File: config.mk
export PLATFORM = sky130hd
export DESIGN_NAME = ascii_scan_buffer
export DESIGN_NICKNAME = d
export VERILOG_FILES = /design/src/rtl/ascii_scan_buffer.sv
export SDC_FILE = /design/constraint.sdc
export NUM_CORES = 1
export LEC_CHECK = 0
export BUFFER_PORTS_ARGS = -buffer_cell sky130_fd_sc_hd__buf_4
export CORE_UTILIZATION = 62
export CTS_CLUSTER_SIZE = 14
export DETAILED_ROUTE_END_ITERATION = 7
export PLACE_DENSITY = 0.92
export SLEW_MARGIN = 20
export SYNTH_ARGS = -nofsm -noshare
export SYNTH_HDL_FRONTEND = slang
export SYNTH_SLANG_ARGS = --single-unit
File: constraint.sdc
create_clock -name CLK -period 7.2 [get_ports CLK]
set_input_delay 0 -clock CLK [delete_from_list [all_inputs] [get_ports CLK]]
set_output_delay 0 -clock CLK [all_outputs]
set_load 0.1 [all_outputs]
File: src/rtl/ascii_scan_buffer.sv
// rtl/ascii_scan_buffer.sv - multiplexed ASCII display buffer with cursor, clear FSM and digit scanner
module ascii_scan_buffer #(
    parameter int DIGITS   = 8,
    parameter int SCAN_DIV = 1024,
    parameter int BLANK    = 4
) (
    input  logic                         CLK,
    input  logic                         RST,
    input  logic                         WE,
    input  logic [6:0]                   DIN,
    output logic                         RDY,
    output logic [6:0]                   D,
    output logic [$clog2(DIGITS)-1:0]    SEL,
    output logic [DIGITS-1:0]            DIG,
    output logic [$clog2(DIGITS+1)-1:0]  CUR
);
    localparam int SW = $clog2(DIGITS);
    localparam int CW = $clog2(DIGITS + 1);
    localparam int PW = (SCAN_DIV > 1) ? $clog2(SCAN_DIV) : 1;
    localparam logic [6:0] SPACE = 7'h20;

    typedef enum logic {IDLE, CLEAR} state_t;

    state_t        state;
    logic [6:0]    ent [DIGITS];
    logic [SW-1:0] clr_idx;
    logic [PW-1:0] pre;
    logic [SW-1:0] cur_idx;
    logic [SW-1:0] bs_idx;
    logic          printable;
    logic          wrap;

    // CUR only indexes the buffer when it is below DIGITS, so the low bits suffice
    assign cur_idx   = CUR[SW-1:0];
    assign bs_idx    = cur_idx - SW'(1);
    assign printable = (DIN >= 7'h20) && (DIN <= 7'h7E);
    assign wrap      = (pre == PW'(SCAN_DIV - 1));

    assign RDY = (state == IDLE) && !RST;
    assign D   = ent[SEL];
    assign DIG = (pre >= PW'(BLANK)) ? ({{(DIGITS-1){1'b0}}, 1'b1} << SEL) : '0;

    always_ff @(posedge CLK) begin
        if (RST) begin
            for (int i = 0; i < DIGITS; i++) ent[i] <= SPACE;
            CUR     <= '0;
            SEL     <= '0;
            pre     <= '0;
            clr_idx <= '0;
            state   <= IDLE;
        end else begin
            pre <= wrap ? '0 : pre + PW'(1);
            if (wrap) SEL <= (SEL == SW'(DIGITS - 1)) ? '0 : SEL + SW'(1);

            case (state)
                IDLE: begin
                    if (WE) begin
                        if (printable) begin
                            if (CUR < CW'(DIGITS)) begin
                                ent[cur_idx] <= DIN;
                                CUR          <= CUR + CW'(1);
                            end else begin
                                // Full line: scroll left and append at the rightmost position
                                for (int i = 0; i < DIGITS - 1; i++) ent[i] <= ent[i+1];
                                ent[DIGITS-1] <= DIN;
                            end
                        end else if (DIN == 7'h08) begin
                            if (CUR != '0) begin
                                CUR         <= CUR - CW'(1);
                                ent[bs_idx] <= SPACE;
                            end
                        end else if (DIN == 7'h0D) begin
                            CUR <= '0;
                        end else if (DIN == 7'h0C) begin
                            clr_idx <= '0;
                            state   <= CLEAR;
                        end
                    end
                end
                CLEAR: begin
                    ent[clr_idx] <= SPACE;
                    if (clr_idx == SW'(DIGITS - 1)) begin
                        CUR   <= '0;
                        state <= IDLE;
                    end else begin
                        clr_idx <= clr_idx + SW'(1);
                    end
                end
                default: state <= IDLE;
            endcase
        end
    end
endmodule

After elaboration in Yosys (flattened, before gate mapping)
Memories as Yosys holds them, arrays and structs flattened. A register that Yosys moved wholly into a read port is not among the register bits.
Cells that the tools add are included.
{"block": "totals", "reg_bits": 21, "mem_bits_rw": 56, "input_bits": 10, "out_inout_bits": 23, "elab_cells": 119, "mem_count": 1}
{"block": "classes", "addsub": 6, "magnitude_cmp": 4, "n_eq_ne": 16, "shifts": 1, "mux": 67, "n_bitwise": 9, "n_reduce_logical": 10}
{"name": "ent", "words": 8, "width": 7, "read_ports": 8, "rd_ports_with_merged_regs": 1, "wr": 8, "line": "25", "rtl": "logic [6:0] ent [DIGITS];"}
{"operator": "two-way mux 7 bit", "n": 11}
{"operator": "two-way mux 3 bit", "n": 12}
{"operator": "two-way mux 1 bit", "n": 33}
{"operator": "two-way mux 4 bit", "n": 7}
{"operator": "equality test 7 x 4 -> 1 bit, second input constant", "n": 3}
{"operator": "OR reduction 7 bit", "n": 3}
{"operator": "adder 10 x 1 -> 10 bit, second input constant", "n": 1}
{"operator": "equality test 10 bit, second input constant", "n": 1}
{"operator": "greater-or-equal comparator 10 x 3 -> 1 bit, second input constant", "n": 1}
{"operator": "inequality test 2 bit, second input constant", "n": 5}
{"operator": "two-way mux 8 bit", "n": 1}
{"operator": "OR 1 bit", "n": 8}
{"operator": "one-hot mux 4 bit (2 select lines)", "n": 1}
{"operator": "left shift 1 x 3 -> 8 bit, first input constant", "n": 1}
{"operator": "greater-or-equal comparator 7 x 6 -> 1 bit, second input constant", "n": 1}
{"operator": "less-or-equal comparator 7 bit, second input constant", "n": 1}
{"operator": "adder 3 x 1 -> 3 bit, second input constant", "n": 2}
{"operator": "equality test 3 bit, second input constant", "n": 2}
{"operator": "one-hot mux 3 bit (2 select lines)", "n": 1}
{"operator": "AND reduction 6 bit", "n": 1}
{"operator": "AND reduction 5 bit", "n": 1}
{"operator": "adder 4 x 1 -> 4 bit, second input constant", "n": 1}
{"operator": "less-than comparator 4 bit, second input constant", "n": 1}
{"operator": "inequality test 2 x 1 -> 1 bit, second input constant", "n": 2}
{"operator": "11 further kinds", "n": 12}

Logic depth before layout (Yosys ltp)
{"block": "depth", "depth_word": 11, "depth_mapped": 9, "depth_no_buf": 8}

Least setup slack after synthesis
Ideal clock, no wire load.
{"block": "synth_path", "path_kind": "register -> register", "startpoint": "reg CUR[0]", "endpoint": "mem ent[6][0], enable pin", "setup_time_ns": 0.330, "arrival_ns": 3.179, "required_ns": 6.870, "slack_ns": 3.691, "path_stages_with_launch": 10, "period_less_slack_ns": 3.509, "cell_sequence": "dfxtp_1 > inv_1 > ha_1 > nor3b_1 > nor3_1 > and2_2 > a2bb2oi_1 > nor3b_1 > buf_4 > nand2b_1"}
{"element": "start: declaration", "line": "15", "rtl": "output logic [$clog2(DIGITS+1)-1:0] CUR"}
{"element": "start signal: assignment", "line": "61", "rtl": "CUR <= CUR + CW'(1);"}
{"element": "start signal: assignment", "line": "69", "rtl": "CUR <= CUR - CW'(1);"}
{"element": "end: declaration", "line": "25"}

==> impl_metrics.env <==
export IMPL_status="finished clean"
export IMPL_gp_congestion=0.9288
export IMPL_hold_viol=0
export IMPL_setup_viol=0
export IMPL_die_width_um=85.61
export IMPL_syn_area_um2=4334
export IMPL_synth_area_leader_cell="edfxtp_1"
export IMPL_crit_path_end_kind="register"
export IMPL_wl_mm=10.19
export IMPL_ys_types=50
export IMPL_critPathMaxFanout=9
export IMPL_worst_slack_ns=4.073
export IMPL_row_count=30
export IMPL_post_cts_buffers=0
export IMPL_vias=3324
export IMPL_ys_ff_latch=80
export IMPL_drt_pass1_iterations=5
export IMPL_cts_tree="yes"
export IMPL_clk_latency_ns=0.37
export IMPL_slew_limit_headroom_pct=35.14
export IMPL_clockRootBuffer="clkbuf_8"
export IMPL_critPathKind="reg -> reg"
export IMPL_final_nets=447
export IMPL_synthToLayoutAreaGrowth_pct=10.05
export IMPL_drive_gt1_share_pct=18.84
export IMPL_syn_inst=402
export IMPL_tns_ns=0
export IMPL_dieArea_um2=7329
export IMPL_tightest_slew_ns=0.9683
export IMPL_rsz0062_at_grt="false"
export IMPL_hold_slack_ns=0.01720
export IMPL_synth_largest_type_area_fraction_pct=38.80
export IMPL_synth_adder_area_share_pct=3.464
export IMPL_synth_area_leaders="edfxtp_1, dfxtp_1, mux4_2"
export IMPL_cp_top_family="simple AND/OR/NAND/NOR gates"
export IMPL_max_stage_delay_ns=0.58
export IMPL_io_pins=33
export IMPL_p_leak_nw=1.798
export IMPL_hpwlAfterDp_mm=7.329
export IMPL_core_um2=6756
export IMPL_synth_top_family_by_area="simple AND/OR/NAND/NOR gates"
export IMPL_worst_endpoint_arrival_ns=3.16
export IMPL_worstPathRequired_ns=7.24
export IMPL_ant_nets=0
export IMPL_max_freq_mhz=319.8
export IMPL_fillCellCount=492
export IMPL_avgRoutedWirePerCell_um=19.98
export IMPL_cts_resized=0
export IMPL_synth_commonest_cells="nand2_1, edfxtp_1, o21ai_0, nor2_1, dfxtp_1"
export IMPL_drc_errors=0
export IMPL_grt_max_degree=37
export IMPL_synthMuxAreaShare_pct=14.06
export IMPL_synthArstFlopShare_pct=0
export IMPL_hold_path_class="in -> reg"
export IMPL_port_buffers=32
export IMPL_clkSlewWorstSetupHoldPaths_ns=0.08
export IMPL_critPathSlowestCell="or3b_1"
export IMPL_critPathLaunchType="register"
export IMPL_htree_levels=3
export IMPL_cts_hold_buf=0
export IMPL_total_power_mw=0.9980
export IMPL_synth_most_common_cell="nand2_1"
export IMPL_start_util_pct=64.15
export IMPL_antenna_found_initial=0
export IMPL_grt_overflow=0
export IMPL_synth_simple_gate_area_share_pct=17.90
export IMPL_cp_cell_sequence="inv_1, ha_1, nor3b_1, nor3_1, nand2_2, a22oi_1, or3b_1, nand2_1"
export IMPL_synth_main_ff_cell="edfxtp_1"
export IMPL_min_period_over_period_pct=43.43
export IMPL_cts_sinks=80
export IMPL_ys_warn_count=0
export IMPL_synth_compound_area_share_pct=9.902
export IMPL_cts_buffers=9
export IMPL_drt_iter0_markers=311
export IMPL_clk_path_buf_depth=2
export IMPL_groute_usage_overall_pct=30.12
export IMPL_dpl_worst_slack_ns=4.161
export IMPL_finalMaxSlewViolations=0
export IMPL_antenna_cells=0
export IMPL_crit_buf_inv=1
export IMPL_grt_pass1_wl_mm=16.50
export IMPL_fp_dieH_um=85.61
export IMPL_synth_area_per_cell_um2=10.78
export IMPL_peakVddDrop_mv=0.1486
export IMPL_grt_pass1_vias=3212
export IMPL_fin_crit_ns=3.127
export IMPL_synth_xor_area_share_pct=1.819
export IMPL_finClkSkew_ns=0.01548
export IMPL_vias_per_cell=6.518
export IMPL_yosysSeqAreaShare_pct=49.88
export IMPL_max_cap_viol_count=0
export IMPL_synth_edf_count=56
export IMPL_syn_nets=424
export IMPL_p_per_area_nw_per_um2=209.2
where the power goes:
group	total (mW)	switching (mW)	internal, mW
Clock	0.306	0.178	0.128
Sequential	0.539	0.0190	0.520
Combinational	0.153	0.109	0.0444
Total	0.998	0.306	0.692
layout by cell type (no fill, tap or decap), types with 2 or more instances in the layout:
cell / n
nor4_1: 3
inv_1: 10
mux2i_1: 20
dfxtp_1: 24
a21oi_1: 9
a22oi_1: 2
nor3_1: 4
o22a_1: 6
nand3b_1: 4
nor2_1: 33
o21ai_0: 39
and2_1: 2
mux4_2: 14
clkinvlp_4: 3
and3_1: 8
inv_6: 3
xor2_1: 7
and4_1: 2
nor2b_1: 3
clkbuf_8: 9
nand2b_1: 14
edfxtp_1: 56
nand2_1: 60
nand4_1: 2
a41oi_1: 2
buf_4: 33
nand3_1: 10
nor3b_1: 2
mux2_2: 7
or2_2: 3
a211oi_1: 3
xnor2_1: 2
o31ai_1: 2
ha_1: 12
per-stage QoR:
step	instances	instance area, um2	utilization, %
final	510	4770	70.59
after global routing	510	4770	70.59
after CTS	510	4768	70.57
after detailed placement	494	4591	67.94
after global placement	494	4591	67.94
after floorplan	402	4334	-
registers in the layout, indices dropped and copies added, names as in the netlist, named ones only:
register and count:
CUR 4, ent 56, state 1, clr_idx 3, SEL 3, pre 10
routing by layer:
| metal | vias up | wire length (um) | GRT usage [%] |
|---|---|---|---|
| met3 | 22 | 861 | 7.988 |
| met2 | 189 | 5077 | 48.80 |
| met4 | 0 | 206 | 10.61 |
| li1 | 1518 | - | - |
| met1 | 1595 | 4044 | 39.58 |
| met5 | - | 0 | 0 |
area by class of cell:
class,instances,area (um2),area share (%)
clock buffer,9,123.9,2.597
clock inverter,7,53.80,1.128
inverter,10,37.54,0.7870
multi-input combinational,291,2044,42.86
sequential,80,2162,45.33
tap,80,100.1,2.099
timing repair buffer,33,247.7,5.194
final timing paths:
| path | from | end | slack [ns] | cells past startpoint |
|---|---|---|---|---|
| setup / recovery | CUR[0]$_SDFFE_PP0P_ | ent[7][0]$_DFFE_PP_ | 4.07 | 8 |
| setup reg to reg | CUR[0]$_SDFFE_PP0P_ | ent[7][0]$_DFFE_PP_ | 4.07 | 8 |
| hold / removal | RST | clr_idx[0]$_SDFFE_PP0P_ | 0.02 | 2 |
| hold reg to reg | clr_idx[2]$_SDFFE_PP0P_ | clr_idx[2]$_SDFFE_PP0P_ | 0.53 | 2 |
cells by family (layout without fill, tap and decap cells):
logic type	Yosys count	in the layout
flops	80	80
fa+ha+maj	12	12
compound gates	70	70
xor+xnor	9	9
buf+inv	31	59
simple gates	158	158
mux	42	42
(Power assumes the default switching activity.)
